**src/rtl/pipe_hazard_ctrl_if.sv**
```systemverilog
// Pipeline hazard controller bus.
// It carries the ID/EX/WB stage tags into the controller and the per-stage
// enables, flushes and forwarding selects back out to the pipeline registers.
interface pipe_hazard_ctrl_if #(
  parameter int REG_W = 6,
  parameter int CNT_W = 32
);
  // Stage tags presented by the pipeline
  logic [REG_W-1:0] id_rs1;
  logic [REG_W-1:0] id_rs2;
  logic             id_rs1_used;
  logic             id_rs2_used;
  logic             ex_valid;
  logic [REG_W-1:0] ex_rd;
  logic             ex_we;
  logic             ex_is_load;
  logic             ex_multicycle;
  logic             branch_taken;
  logic             wb_valid;
  logic [REG_W-1:0] wb_rd;
  logic             wb_we;

  // Controls returned to the pipeline
  logic             if_en;
  logic             id_en;
  logic             ex_en;
  logic             id_flush;
  logic             ex_flush;
  logic             wb_flush;
  logic [1:0]       fwd_a_sel;
  logic [1:0]       fwd_b_sel;
  logic             mc_done;
  logic [CNT_W-1:0] stall_cycles;

  // Pipeline side: drives stage tags, consumes controls
  modport master (
    output id_rs1, id_rs2, id_rs1_used, id_rs2_used,
           ex_valid, ex_rd, ex_we, ex_is_load, ex_multicycle, branch_taken,
           wb_valid, wb_rd, wb_we,
    input  if_en, id_en, ex_en, id_flush, ex_flush, wb_flush,
           fwd_a_sel, fwd_b_sel, mc_done, stall_cycles
  );

  // Controller side: consumes stage tags, drives controls
  modport slave (
    input  id_rs1, id_rs2, id_rs1_used, id_rs2_used,
           ex_valid, ex_rd, ex_we, ex_is_load, ex_multicycle, branch_taken,
           wb_valid, wb_rd, wb_we,
    output if_en, id_en, ex_en, id_flush, ex_flush, wb_flush,
           fwd_a_sel, fwd_b_sel, mc_done, stall_cycles
  );
endinterface

```
**src/rtl/pipe_hazard_ctrl.sv**
```systemverilog
// Hazard / sequencing controller for a three-register RISC-V pipeline.
// Produces stage enables and flushes for load-use stalls, multi-cycle EX
// operations and taken branches, ID operand forwarding selects, and a
// saturating count of fetch-stall cycles. Everything except the stall counter
// is combinational from the state and the stage tags.
module pipe_hazard_ctrl #(
  parameter int REG_W  = 6,
  parameter int MC_LAT = 4,
  parameter int CNT_W  = 32
) (
  input logic               clk,
  input logic               rst_n,
  pipe_hazard_ctrl_if.slave bus
);

  localparam int MC_W = $clog2(MC_LAT + 1);
  // Reload value so that the op occupies EX for exactly MC_LAT cycles:
  // one cycle in RUN, then MC_LAT-1 cycles in MC_BUSY counting down to 0.
  localparam logic [MC_W-1:0] MC_LOAD = (MC_LAT > 1) ? MC_W'(MC_LAT - 2) : '0;

  typedef enum logic [1:0] {
    RST_HOLD = 2'd0,
    RUN      = 2'd1,
    MC_BUSY  = 2'd2
  } state_t;

  state_t           state;
  state_t           next_state;
  logic [MC_W-1:0]  mc_cnt;
  logic [MC_W-1:0]  mc_cnt_nxt;
  logic [CNT_W-1:0] stall_cycles;

  logic       exm_1, exm_2, wbm_1, wbm_2, load_use;
  logic [1:0] fwd_a_c, fwd_b_c;
  logic       if_en_c, id_en_c, ex_en_c;
  logic       id_flush_c, ex_flush_c, wb_flush_c;
  logic [1:0] fwd_a_out, fwd_b_out;
  logic       mc_done_c;

  // Register matches against EX and WB producers; register 0 never matches
  always_comb begin
    exm_1 = bus.ex_valid & bus.ex_we & (bus.ex_rd != '0) & bus.id_rs1_used & (bus.ex_rd == bus.id_rs1);
    exm_2 = bus.ex_valid & bus.ex_we & (bus.ex_rd != '0) & bus.id_rs2_used & (bus.ex_rd == bus.id_rs2);
    wbm_1 = bus.wb_valid & bus.wb_we & (bus.wb_rd != '0) & bus.id_rs1_used & (bus.wb_rd == bus.id_rs1);
    wbm_2 = bus.wb_valid & bus.wb_we & (bus.wb_rd != '0) & bus.id_rs2_used & (bus.wb_rd == bus.id_rs2);
    load_use = bus.ex_is_load & (exm_1 | exm_2);
  end

  // Forwarding priority: a non-load EX result beats WB; load data is not ready in EX
  always_comb begin
    fwd_a_c = 2'b00;
    fwd_b_c = 2'b00;
    if (exm_1 && !bus.ex_is_load) begin
      fwd_a_c = 2'b10;
    end else if (wbm_1) begin
      fwd_a_c = 2'b01;
    end else begin
      fwd_a_c = 2'b00;
    end
    if (exm_2 && !bus.ex_is_load) begin
      fwd_b_c = 2'b10;
    end else if (wbm_2) begin
      fwd_b_c = 2'b01;
    end else begin
      fwd_b_c = 2'b00;
    end
  end

  // Next-state and stage-control decode; priority multicycle > branch > load-use
  always_comb begin
    next_state = state;
    mc_cnt_nxt = mc_cnt;
    if_en_c    = 1'b0;
    id_en_c    = 1'b0;
    ex_en_c    = 1'b0;
    id_flush_c = 1'b0;
    ex_flush_c = 1'b0;
    wb_flush_c = 1'b0;
    fwd_a_out  = 2'b00;
    fwd_b_out  = 2'b00;
    mc_done_c  = 1'b0;
    case (state)
      RST_HOLD: begin
        id_flush_c = 1'b1;
        ex_flush_c = 1'b1;
        wb_flush_c = 1'b1;
        next_state = RUN;
      end
      RUN: begin
        if_en_c   = 1'b1;
        id_en_c   = 1'b1;
        ex_en_c   = 1'b1;
        fwd_a_out = fwd_a_c;
        fwd_b_out = fwd_b_c;
        if (bus.ex_valid && bus.ex_multicycle) begin
          if (MC_LAT > 1) begin
            // Freeze the whole front end and keep bubbles flowing into WB
            if_en_c    = 1'b0;
            id_en_c    = 1'b0;
            ex_en_c    = 1'b0;
            wb_flush_c = 1'b1;
            mc_cnt_nxt = MC_LOAD;
            next_state = MC_BUSY;
          end else begin
            // Single-cycle latency: result is ready now
            mc_done_c = 1'b1;
          end
        end else if (bus.branch_taken && bus.ex_valid) begin
          // Kill the two younger instructions in IF/ID and ID/EX
          id_flush_c = 1'b1;
          ex_flush_c = 1'b1;
        end else if (load_use) begin
          // Hold IF and ID one cycle, insert a bubble behind the load
          if_en_c    = 1'b0;
          id_en_c    = 1'b0;
          ex_flush_c = 1'b1;
        end else begin
          next_state = RUN;
        end
      end
      MC_BUSY: begin
        fwd_a_out = fwd_a_c;
        fwd_b_out = fwd_b_c;
        if (mc_cnt == '0) begin
          // Last EX cycle: result advances and the pipeline resumes
          if_en_c    = 1'b1;
          id_en_c    = 1'b1;
          ex_en_c    = 1'b1;
          mc_done_c  = 1'b1;
          next_state = RUN;
        end else begin
          wb_flush_c = 1'b1;
          mc_cnt_nxt = mc_cnt - MC_W'(1);
        end
      end
      default: begin
        id_flush_c = 1'b1;
        ex_flush_c = 1'b1;
        wb_flush_c = 1'b1;
        next_state = RST_HOLD;
      end
    endcase
  end

  // State and multi-cycle countdown registers
  always_ff @(posedge clk or negedge rst_n) begin
    if (!rst_n) begin
      state  <= RST_HOLD;
      mc_cnt <= '0;
    end else begin
      state  <= next_state;
      mc_cnt <= mc_cnt_nxt;
    end
  end

  // Saturating count of cycles with fetch held, excluding the reset hold cycle
  always_ff @(posedge clk or negedge rst_n) begin
    if (!rst_n) begin
      stall_cycles <= '0;
    end else if ((state != RST_HOLD) && !if_en_c && (stall_cycles != '1)) begin
      stall_cycles <= stall_cycles + CNT_W'(1);
    end else begin
      stall_cycles <= stall_cycles;
    end
  end

  assign bus.if_en        = if_en_c;
  assign bus.id_en        = id_en_c;
  assign bus.ex_en        = ex_en_c;
  assign bus.id_flush     = id_flush_c;
  assign bus.ex_flush     = ex_flush_c;
  assign bus.wb_flush     = wb_flush_c;
  assign bus.fwd_a_sel    = fwd_a_out;
  assign bus.fwd_b_sel    = fwd_b_out;
  assign bus.mc_done      = mc_done_c;
  assign bus.stall_cycles = stall_cycles;

endmodule

```
**src/flat_wrapper.sv**
```systemverilog
// flat-port wrapper written by rule: the top's interface ports become plain ports
module pipe_hazard_ctrl_flat 
#(
  parameter int REG_W  = 6,
  parameter int MC_LAT = 4,
  parameter int CNT_W  = 32
)
  (clk, rst_n, bus_id_rs1, bus_id_rs2, bus_id_rs1_used, bus_id_rs2_used, bus_ex_valid, bus_ex_rd, bus_ex_we, bus_ex_is_load, bus_ex_multicycle, bus_branch_taken, bus_wb_valid, bus_wb_rd, bus_wb_we, bus_if_en, bus_id_en, bus_ex_en, bus_id_flush, bus_ex_flush, bus_wb_flush, bus_fwd_a_sel, bus_fwd_b_sel, bus_mc_done, bus_stall_cycles);
  pipe_hazard_ctrl_if #(.REG_W(REG_W), .CNT_W(CNT_W)) bus_i ();
  input logic clk;
  input logic rst_n;
  input wire logic [$bits(bus_i.id_rs1)-1:0] bus_id_rs1;
  input wire logic [$bits(bus_i.id_rs2)-1:0] bus_id_rs2;
  input wire logic [$bits(bus_i.id_rs1_used)-1:0] bus_id_rs1_used;
  input wire logic [$bits(bus_i.id_rs2_used)-1:0] bus_id_rs2_used;
  input wire logic [$bits(bus_i.ex_valid)-1:0] bus_ex_valid;
  input wire logic [$bits(bus_i.ex_rd)-1:0] bus_ex_rd;
  input wire logic [$bits(bus_i.ex_we)-1:0] bus_ex_we;
  input wire logic [$bits(bus_i.ex_is_load)-1:0] bus_ex_is_load;
  input wire logic [$bits(bus_i.ex_multicycle)-1:0] bus_ex_multicycle;
  input wire logic [$bits(bus_i.branch_taken)-1:0] bus_branch_taken;
  input wire logic [$bits(bus_i.wb_valid)-1:0] bus_wb_valid;
  input wire logic [$bits(bus_i.wb_rd)-1:0] bus_wb_rd;
  input wire logic [$bits(bus_i.wb_we)-1:0] bus_wb_we;
  output wire logic [$bits(bus_i.if_en)-1:0] bus_if_en;
  output wire logic [$bits(bus_i.id_en)-1:0] bus_id_en;
  output wire logic [$bits(bus_i.ex_en)-1:0] bus_ex_en;
  output wire logic [$bits(bus_i.id_flush)-1:0] bus_id_flush;
  output wire logic [$bits(bus_i.ex_flush)-1:0] bus_ex_flush;
  output wire logic [$bits(bus_i.wb_flush)-1:0] bus_wb_flush;
  output wire logic [$bits(bus_i.fwd_a_sel)-1:0] bus_fwd_a_sel;
  output wire logic [$bits(bus_i.fwd_b_sel)-1:0] bus_fwd_b_sel;
  output wire logic [$bits(bus_i.mc_done)-1:0] bus_mc_done;
  output wire logic [$bits(bus_i.stall_cycles)-1:0] bus_stall_cycles;
  assign bus_i.id_rs1 = bus_id_rs1;
  assign bus_i.id_rs2 = bus_id_rs2;
  assign bus_i.id_rs1_used = bus_id_rs1_used;
  assign bus_i.id_rs2_used = bus_id_rs2_used;
  assign bus_i.ex_valid = bus_ex_valid;
  assign bus_i.ex_rd = bus_ex_rd;
  assign bus_i.ex_we = bus_ex_we;
  assign bus_i.ex_is_load = bus_ex_is_load;
  assign bus_i.ex_multicycle = bus_ex_multicycle;
  assign bus_i.branch_taken = bus_branch_taken;
  assign bus_i.wb_valid = bus_wb_valid;
  assign bus_i.wb_rd = bus_wb_rd;
  assign bus_i.wb_we = bus_wb_we;
  assign bus_if_en = bus_i.if_en;
  assign bus_id_en = bus_i.id_en;
  assign bus_ex_en = bus_i.ex_en;
  assign bus_id_flush = bus_i.id_flush;
  assign bus_ex_flush = bus_i.ex_flush;
  assign bus_wb_flush = bus_i.wb_flush;
  assign bus_fwd_a_sel = bus_i.fwd_a_sel;
  assign bus_fwd_b_sel = bus_i.fwd_b_sel;
  assign bus_mc_done = bus_i.mc_done;
  assign bus_stall_cycles = bus_i.stall_cycles;
  pipe_hazard_ctrl #(.REG_W(REG_W), .MC_LAT(MC_LAT), .CNT_W(CNT_W)) u_core (.clk(clk), .rst_n(rst_n), .bus(bus_i));
endmodule
```
**config.mk**
```make
export PLATFORM = sky130hd
export DESIGN_NAME = pipe_hazard_ctrl_flat
export DESIGN_NICKNAME = d
export VERILOG_FILES = /design/src/rtl/pipe_hazard_ctrl_if.sv /design/src/rtl/pipe_hazard_ctrl.sv /design/src/flat_wrapper.sv
export SDC_FILE = /design/constraint.sdc
export NUM_CORES = 1
export LEC_CHECK = 0
export ABC_CLOCK_PERIOD_IN_PS = 6190
export CORE_ASPECT_RATIO = 1.75
export CORE_UTILIZATION = 51
export CTS_BUF_LIST = sky130_fd_sc_hd__clkbuf_8
export CTS_CLUSTER_DIAMETER = 200
export DETAILED_ROUTE_END_ITERATION = 7
export PLACE_DENSITY = 0.84
export SYNTH_ARGS = -nofsm -noshare
export SYNTH_HDL_FRONTEND = slang
export SYNTH_SLANG_ARGS = --single-unit
```
**constraint.sdc**
```tcl
create_clock -name clk -period 6.19 [get_ports clk]
set_input_delay 1.238 -clock clk [delete_from_list [all_inputs] [get_ports clk]]
set_output_delay 1.238 -clock clk [all_outputs]
set_load 0.02 [all_outputs]
```
==> run metrics <==
root buf cell=clkbuf_8; Crit. End Element=primary output; vias per cell=5.65; mux cell area share after synthesis=0.921%; # H-tree levels=2; TNS Setup=0 ps; Static Leak=1.27 nW; largest net degree at the start of global routing=38; Final Power=0.965 mW; final number of setup-violating endpoints=0; Compound-Gate Fraction of Synth Area=6.02%; number of synthesized flops with an enable pin=0; layout overhead on the synthesized area=39.7%; Die Ht=91 microns; Syn Inst Count=235; R2R Path Start=u_core.state[0]; Post-Syn Nets=277; DRT iter0 DRCs=50; die width=52.9 microns; Hold Crit Class=register to register; ANT nets after route=0; Synth Area per Inst=9.82 sq um; Max Clock Skew=5.39 ps; Seq/Total Area, Yosys=40.1%; max-cap violations=0; post-synthesis adder-cell area fraction=3.79%; met2 wire length=3230 microns; postcts setup bufs=0; Antenna diodes=0; Async SR Flop Fraction=100%; Clock Sinks=37; XOR/XNOR Fraction of Synth Area=20.9%; wl on met1=1930 microns; FF+latch count, synth=37; Top Ports=78; Tmin final=5100 ps; Final Instance Area=3230 sq um; Syn Std Cell Area=2310 sq um; GRT Overall Usage=26.4%; Rel. slew slack=31.9%; Die ar.=4810 sq um; initial antenna violation count=0; Reg clk slew, reported paths=80 ps; status=complete, no violations; Met3 Wirelength=215 microns; dpl cell area=3110 sq um; Critical Path AT=3860 ps; IO Port Bufs=77; vias=2063; CP Max Fanout=4; cts repair resizes=0; post-detail-place hpwl=4380 microns; multi-input logic area=1310 sq um; Clock Path Buffers=2; DRC=0; Setup CP Type=input pin to primary output; Syn. warnings=0; critical path launch point=bus_ex_rd[1]; Max Used Layer=met4; final period utilization=82.3%; fraction of layout cells with a size suffix above 1=4.78%; r2r endpoint=u_core.bus.stall_cycles[1]; PwrDens=299 nW/um^2; Worst IR Drop VDD=290 uV; TritonCTS Buffers=5; Synth Flop Type=dfrtp_1; simple-gate portion of the synthesized area=25.0%; CP Launch Type=input pin; largest family of logic cells by synthesized area=simple AND/OR/NAND/NOR gates; R2R cell count=8; DRT Wirelength=5540 microns; Cell variety after synth=39; most common cell after layout, fill and taps aside=clkdlybuf4s50_1; grt total ovfl=0; CP endpoint=bus_fwd_b_sel[0]; core area=4360 sq um; Initial Utilization=52.9%; Max Transition Viols Final=0; fin nets=355; Pre-antenna DRT Iters=6; Fillers=319; vias in the first global route=2077; GPL Wtd Cong=0.889; first-pass GRT wire length=9350 microns; Critical Path RT=4950 ps; commonest cells after routing, fill and taps aside=77 x clkdlybuf4s50_1, 43 x xnor2_1, 37 x dfrtp_1; final hold vios=0; Clock Latency Late Sink=290 ps; slack of the worst reg-to-reg path=3500 ps; CTS hold repair buffers=0; wire per inst=15.2 microns; RSZ-0062 raised after global routing=no; Site Rows=32; actual slew at the worst max-slew pin=1020 ps; register area=926 sq um; CTS tree=yes; FMAX=196 MHz
==> layer usage <==
layer | track usage [%] | vias to the layer above
met5 | 0 | -
met4 | 13.2 | 0
met3 | 4.86 | 12
met2 | 48.3 | 83
met1 | 26.5 | 979
li1 | - | 989
==> per-stage QoR <==
stage	std cells	utilization [%]	setup slack, ps	hold WS [ps]
after floorplan	235	-	1620	457
after global placement	357	71.2	1160	473
after detailed placement	357	71.2	1130	483
after CTS	365	73.9	1090	496
after global routing	365	73.9	1020	507
final	365	73.9	1090	493
==> state kept, by name, indices dropped and copies added (netlist names) <==
name	cells
u_core.bus.stall_cycles	32
u_core.mc_cnt	3
u_core.state	2
==> cell type report <==
type / instances / share of cell area (%)
Clock buffer: 6 / 2.56
Clock inverter: 2 / 1.16
Inverter: 8 / 0.931
Multi-Input combinational cell: 183 / 40.5
Sequential cell: 37 / 28.7
Tap cell: 51 / 1.98
Timing Repair Buffer: 78 / 24.1
==> cells in the mapped netlist (3+ instances only) <==
library cell | number | area [sq um]
nor2_1 | 11 | 41.3
ha_1 | 7 | 87.6
nand4_1 | 16 | 100
inv_1 | 8 | 30.0
clkbuf_1 | 3 | 11.3
nand2b_1 | 4 | 25.0
nor4_1 | 4 | 25.0
and2_1 | 6 | 37.5
buf_4 | 3 | 22.5
nand2_1 | 18 | 67.6
dfrtp_1 | 37 | 926
and3_1 | 8 | 50.1
and4_1 | 7 | 61.3
nand3b_1 | 3 | 22.5
xor2_1 | 12 | 105
nand3_1 | 15 | 75.1
xnor2_1 | 43 | 377
==> how the worst min path moves through the flow <==
| stage | start | slack, ps | cells past startpoint | to |
|---|---|---|---|---|
| floorplan | u_core.mc_cnt[0] | 460 | 1 | u_core.mc_cnt[0] |
| global placement | u_core.bus.stall_cycles[16] | 470 | 1 | u_core.bus.stall_cycles[16] |
| detailed placement | u_core.bus.stall_cycles[29] | 480 | 1 | u_core.bus.stall_cycles[29] |
| CTS | u_core.bus.stall_cycles[16] | 500 | 1 | u_core.bus.stall_cycles[16] |
| global route | u_core.bus.stall_cycles[22] | 510 | 1 | u_core.bus.stall_cycles[22] |
| finish | u_core.bus.stall_cycles[6] | 490 | 1 | u_core.bus.stall_cycles[6] |
==> critical path, stage by stage <==
cell and delay (ps):
clkdlybuf4s50_1 470, or4_1 550, o311a_1 300, nor2b_1 160, a2111oi_0 460, clkdlybuf4s50_1 690
==> power breakdown <==
part	switching [mW]	internal [mW]	leakage (nW)
clock network	0.0888	0.131	0.0574
logic	0.235	0.197	0.746
registers	0.0371	0.277	0.470
==> logic make-up (layout without fill, tap and decap cells) <==
| group | after synthesis | after routing |
|---|---|---|
| fa+ha+maj | 7 | 7 |
| buf+inv | 15 | 94 |
| mux | 2 | 2 |
| compound gates | 18 | 18 |
| simple gates | 101 | 101 |
| flops | 37 | 37 |
| xor+xnor | 55 | 55 |
Note: power is estimated with default switching activity, not from simulation.
==> variant: new RTL, config.mk and constraints unchanged <==
`REG_W` is set to 6 in 3 places; all go to 8.
--- a/src/rtl/pipe_hazard_ctrl_if.sv
+++ b/src/rtl/pipe_hazard_ctrl_if.sv
@@ -2,7 +2,7 @@
 // It carries the ID/EX/WB stage tags into the controller and the per-stage
 // enables, flushes and forwarding selects back out to the pipeline registers.
 interface pipe_hazard_ctrl_if #(
-  parameter int REG_W = 6,
+  parameter int REG_W = 8,
   parameter int CNT_W = 32
 );
   // Stage tags presented by the pipeline
--- a/src/rtl/pipe_hazard_ctrl.sv
+++ b/src/rtl/pipe_hazard_ctrl.sv
@@ -4,7 +4,7 @@
 // saturating count of fetch-stall cycles. Everything except the stall counter
 // is combinational from the state and the stage tags.
 module pipe_hazard_ctrl #(
-  parameter int REG_W  = 6,
+  parameter int REG_W  = 8,
   parameter int MC_LAT = 4,
   parameter int CNT_W  = 32
 ) (
--- a/src/flat_wrapper.sv
+++ b/src/flat_wrapper.sv
@@ -1,7 +1,7 @@
 // flat-port wrapper written by rule: the top's interface ports become plain ports
 module pipe_hazard_ctrl_flat 
 #(
-  parameter int REG_W  = 6,
+  parameter int REG_W  = 8,
   parameter int MC_LAT = 4,
   parameter int CNT_W  = 32
 )
Interface: changed (resized bus_ex_rd, bus_id_rs1, bus_id_rs2 and bus_wb_rd); port bits go from 78 to 86. The function was not compared with the original's and may differ.
==> variant against the unedited design <==
- worst hold slack lost 0.0012 ns
- sequential cell count unchanged
- register-to-register slack better by 0.20 ns
- power decreased by 2.7%
- synthesized area up 9.4%
- maximum frequency is 0.55% lower
- sequential share of layout area shrank 2.3 points
- routed wire length is 21% higher
- utilization rose by 0.68 points
- cell area grew 8.8%
- setup slack lost 0.028 ns
==> variant: results (changes against the unedited design) <==
.. list-table::
   :header-rows: 1

   * - Metric
     - Value
   * - Sum of net half-perimeters after detailed placement
     - 5419 µm (was 4384 µm)
   * - Quantity of I/O buffers inserted on ports
     - 85 (was 77)
   * - Met3 routed WL
     - 338 µm (was 215 µm)
   * - Relative slew slack
     - 0.4640 (was 0.3186)
   * - Critical Path Source
     - bus_ex_rd[4] (was bus_ex_rd[1])
   * - Met1 usage
     - 0.2425 (was 0.2645)
   * - Depth of the most critical reg-to-reg path
     - 9 (was 8)
   * - Dpl cell area
     - 3410 µm² (was 3105 µm²)
   * - Syn_nets
     - 311 (was 277)
   * - Wirelength per Cell
     - 16.73 µm (was 15.16 µm)
   * - R2r setup slk
     - 3.70 ns (was 3.50 ns)
   * - Share of the yosys chip area belonging to registers
     - 0.3665 (was 0.4011)
   * - Most numerous cell types in the synthesized netlist
     - sky130_fd_sc_hd__xnor2_1 (46), sky130_fd_sc_hd__dfrtp_1 (37), sky130_fd_sc_hd__nand2_1 (23), sky130_fd_sc_hd__nand4_1 (23), sky130_fd_sc_hd__xor2_1 (17) (was sky130_fd_sc_hd__xnor2_1 (43), sky130_fd_sc_hd__dfrtp_1 (37), sky130_fd_sc_hd__nand2_1 (18))
   * - Outcome
     - completed (unchanged)
   * - Net total in the final layout
     - 399 (was 355)
   * - Global-route wire length before repair
     - 11,040 µm (was 9349 µm)
   * - Fraction of layout cells with a size suffix above 1
     - 0.07714 (was 0.04777)
   * - Global routing met2 resource utilization
     - 0.5392 (was 0.4831)
   * - Total track usage
     - 0.2700 (was 0.2635)
   * - Number of DRC violations after detailed-routing iteration 0
     - 54 (was 50)
   * - Distinct cell type count of the synthesized netlist
     - 48 (was 39)
   * - Biggest cell delay along the critical path
     - 0.62 ns (was 0.69 ns)
   * - Sum of routed wire length over all layers
     - 6724 µm (was 5535 µm)
   * - Clock skew after layout
     - 0.004673 ns (was 0.005385 ns)
   * - Detailed-routed wire length on met2
     - 3719 µm (was 3225 µm)
   * - Largest cells by area after synthesis
     - sky130_fd_sc_hd__dfrtp_1 (37%), sky130_fd_sc_hd__xnor2_1 (16%), sky130_fd_sc_hd__xor2_1 (5.9%), sky130_fd_sc_hd__nand4_1 (5.7%), sky130_fd_sc_hd__ha_1 (3.5%) (was sky130_fd_sc_hd__dfrtp_1 (40%), sky130_fd_sc_hd__xnor2_1 (16%), sky130_fd_sc_hd__xor2_1 (4.6%), sky130_fd_sc_hd__nand4_1 (4.3%), sky130_fd_sc_hd__ha_1 (3.8%))
   * - Critical Path End
     - bus_if_en (was bus_fwd_b_sel[0])
   * - Count of mapped cells out of synthesis
     - 261 (was 235)
   * - Number of global-route vias before repair
     - 2,416 (was 2,077)
   * - Last weighted congestion value of the routability-driven placer
     - 0.9510 (was 0.8886)
   * - Via/cell ratio
     - 5.826 (was 5.652)
   * - Grt met3 use
     - 0.05020 (was 0.04858)
variant: cell count changes after synthesis, moves of 3 or more:
cell	delta
sky130_fd_sc_hd__and2_1	-3
sky130_fd_sc_hd__and3_1	+4
sky130_fd_sc_hd__and4_1	-5
sky130_fd_sc_hd__nand2_1	+5
sky130_fd_sc_hd__nand2b_1	-3
sky130_fd_sc_hd__nand4_1	+7
sky130_fd_sc_hd__nor2_1	-5
sky130_fd_sc_hd__nor3_1	+4
sky130_fd_sc_hd__nor4_2	+4
sky130_fd_sc_hd__o21ai_0	+3
sky130_fd_sc_hd__xnor2_1	+3
sky130_fd_sc_hd__xor2_1	+5
variant: worst min path at each step:
stage,from,to,cells past startpoint
2_1_floorplan,u_core.mc_cnt[0],u_core.mc_cnt[0],2
5_1_grt,u_core.bus.stall_cycles[23],u_core.bus.stall_cycles[23],1
3_5_place_dp,u_core.mc_cnt[0],u_core.mc_cnt[0],2
4_1_cts,u_core.bus.stall_cycles[23],u_core.bus.stall_cycles[23],1
6_report,u_core.bus.stall_cycles[23],u_core.bus.stall_cycles[23],1
3_3_place_gp,u_core.mc_cnt[0],u_core.mc_cnt[0],2
variant: kinds of logic after synthesis:
group	share of synthesized area
AND/OR/NAND/NOR	0.2848
XOR/XNOR	0.2184
flip-flops	0.3665
AO/OA/AOI/OAI	0.05844
buffers and inverters	0.02872
adder cells (fa/ha/maj)	0.03467
multiplexers	0.008420
variant: cell type report:
type / instances / area, µm²
clock buffer: 7 / 96.34
clock inverter: 1 / 5.005
fill: 367 / 1196
inverter: 10 / 37.54
multi-input combinational: 209 / 1528
sequential: 37 / 925.9
tap: 52 / 65.06
timing repair buffer: 86 / 853.3
variant: power by group:
part	switching, µW	leakage (µW)	internal (µW)
Combinational	254	0.000812	191
Clock	81.1	0.0000542	101
Sequential	36.3	0.000455	275
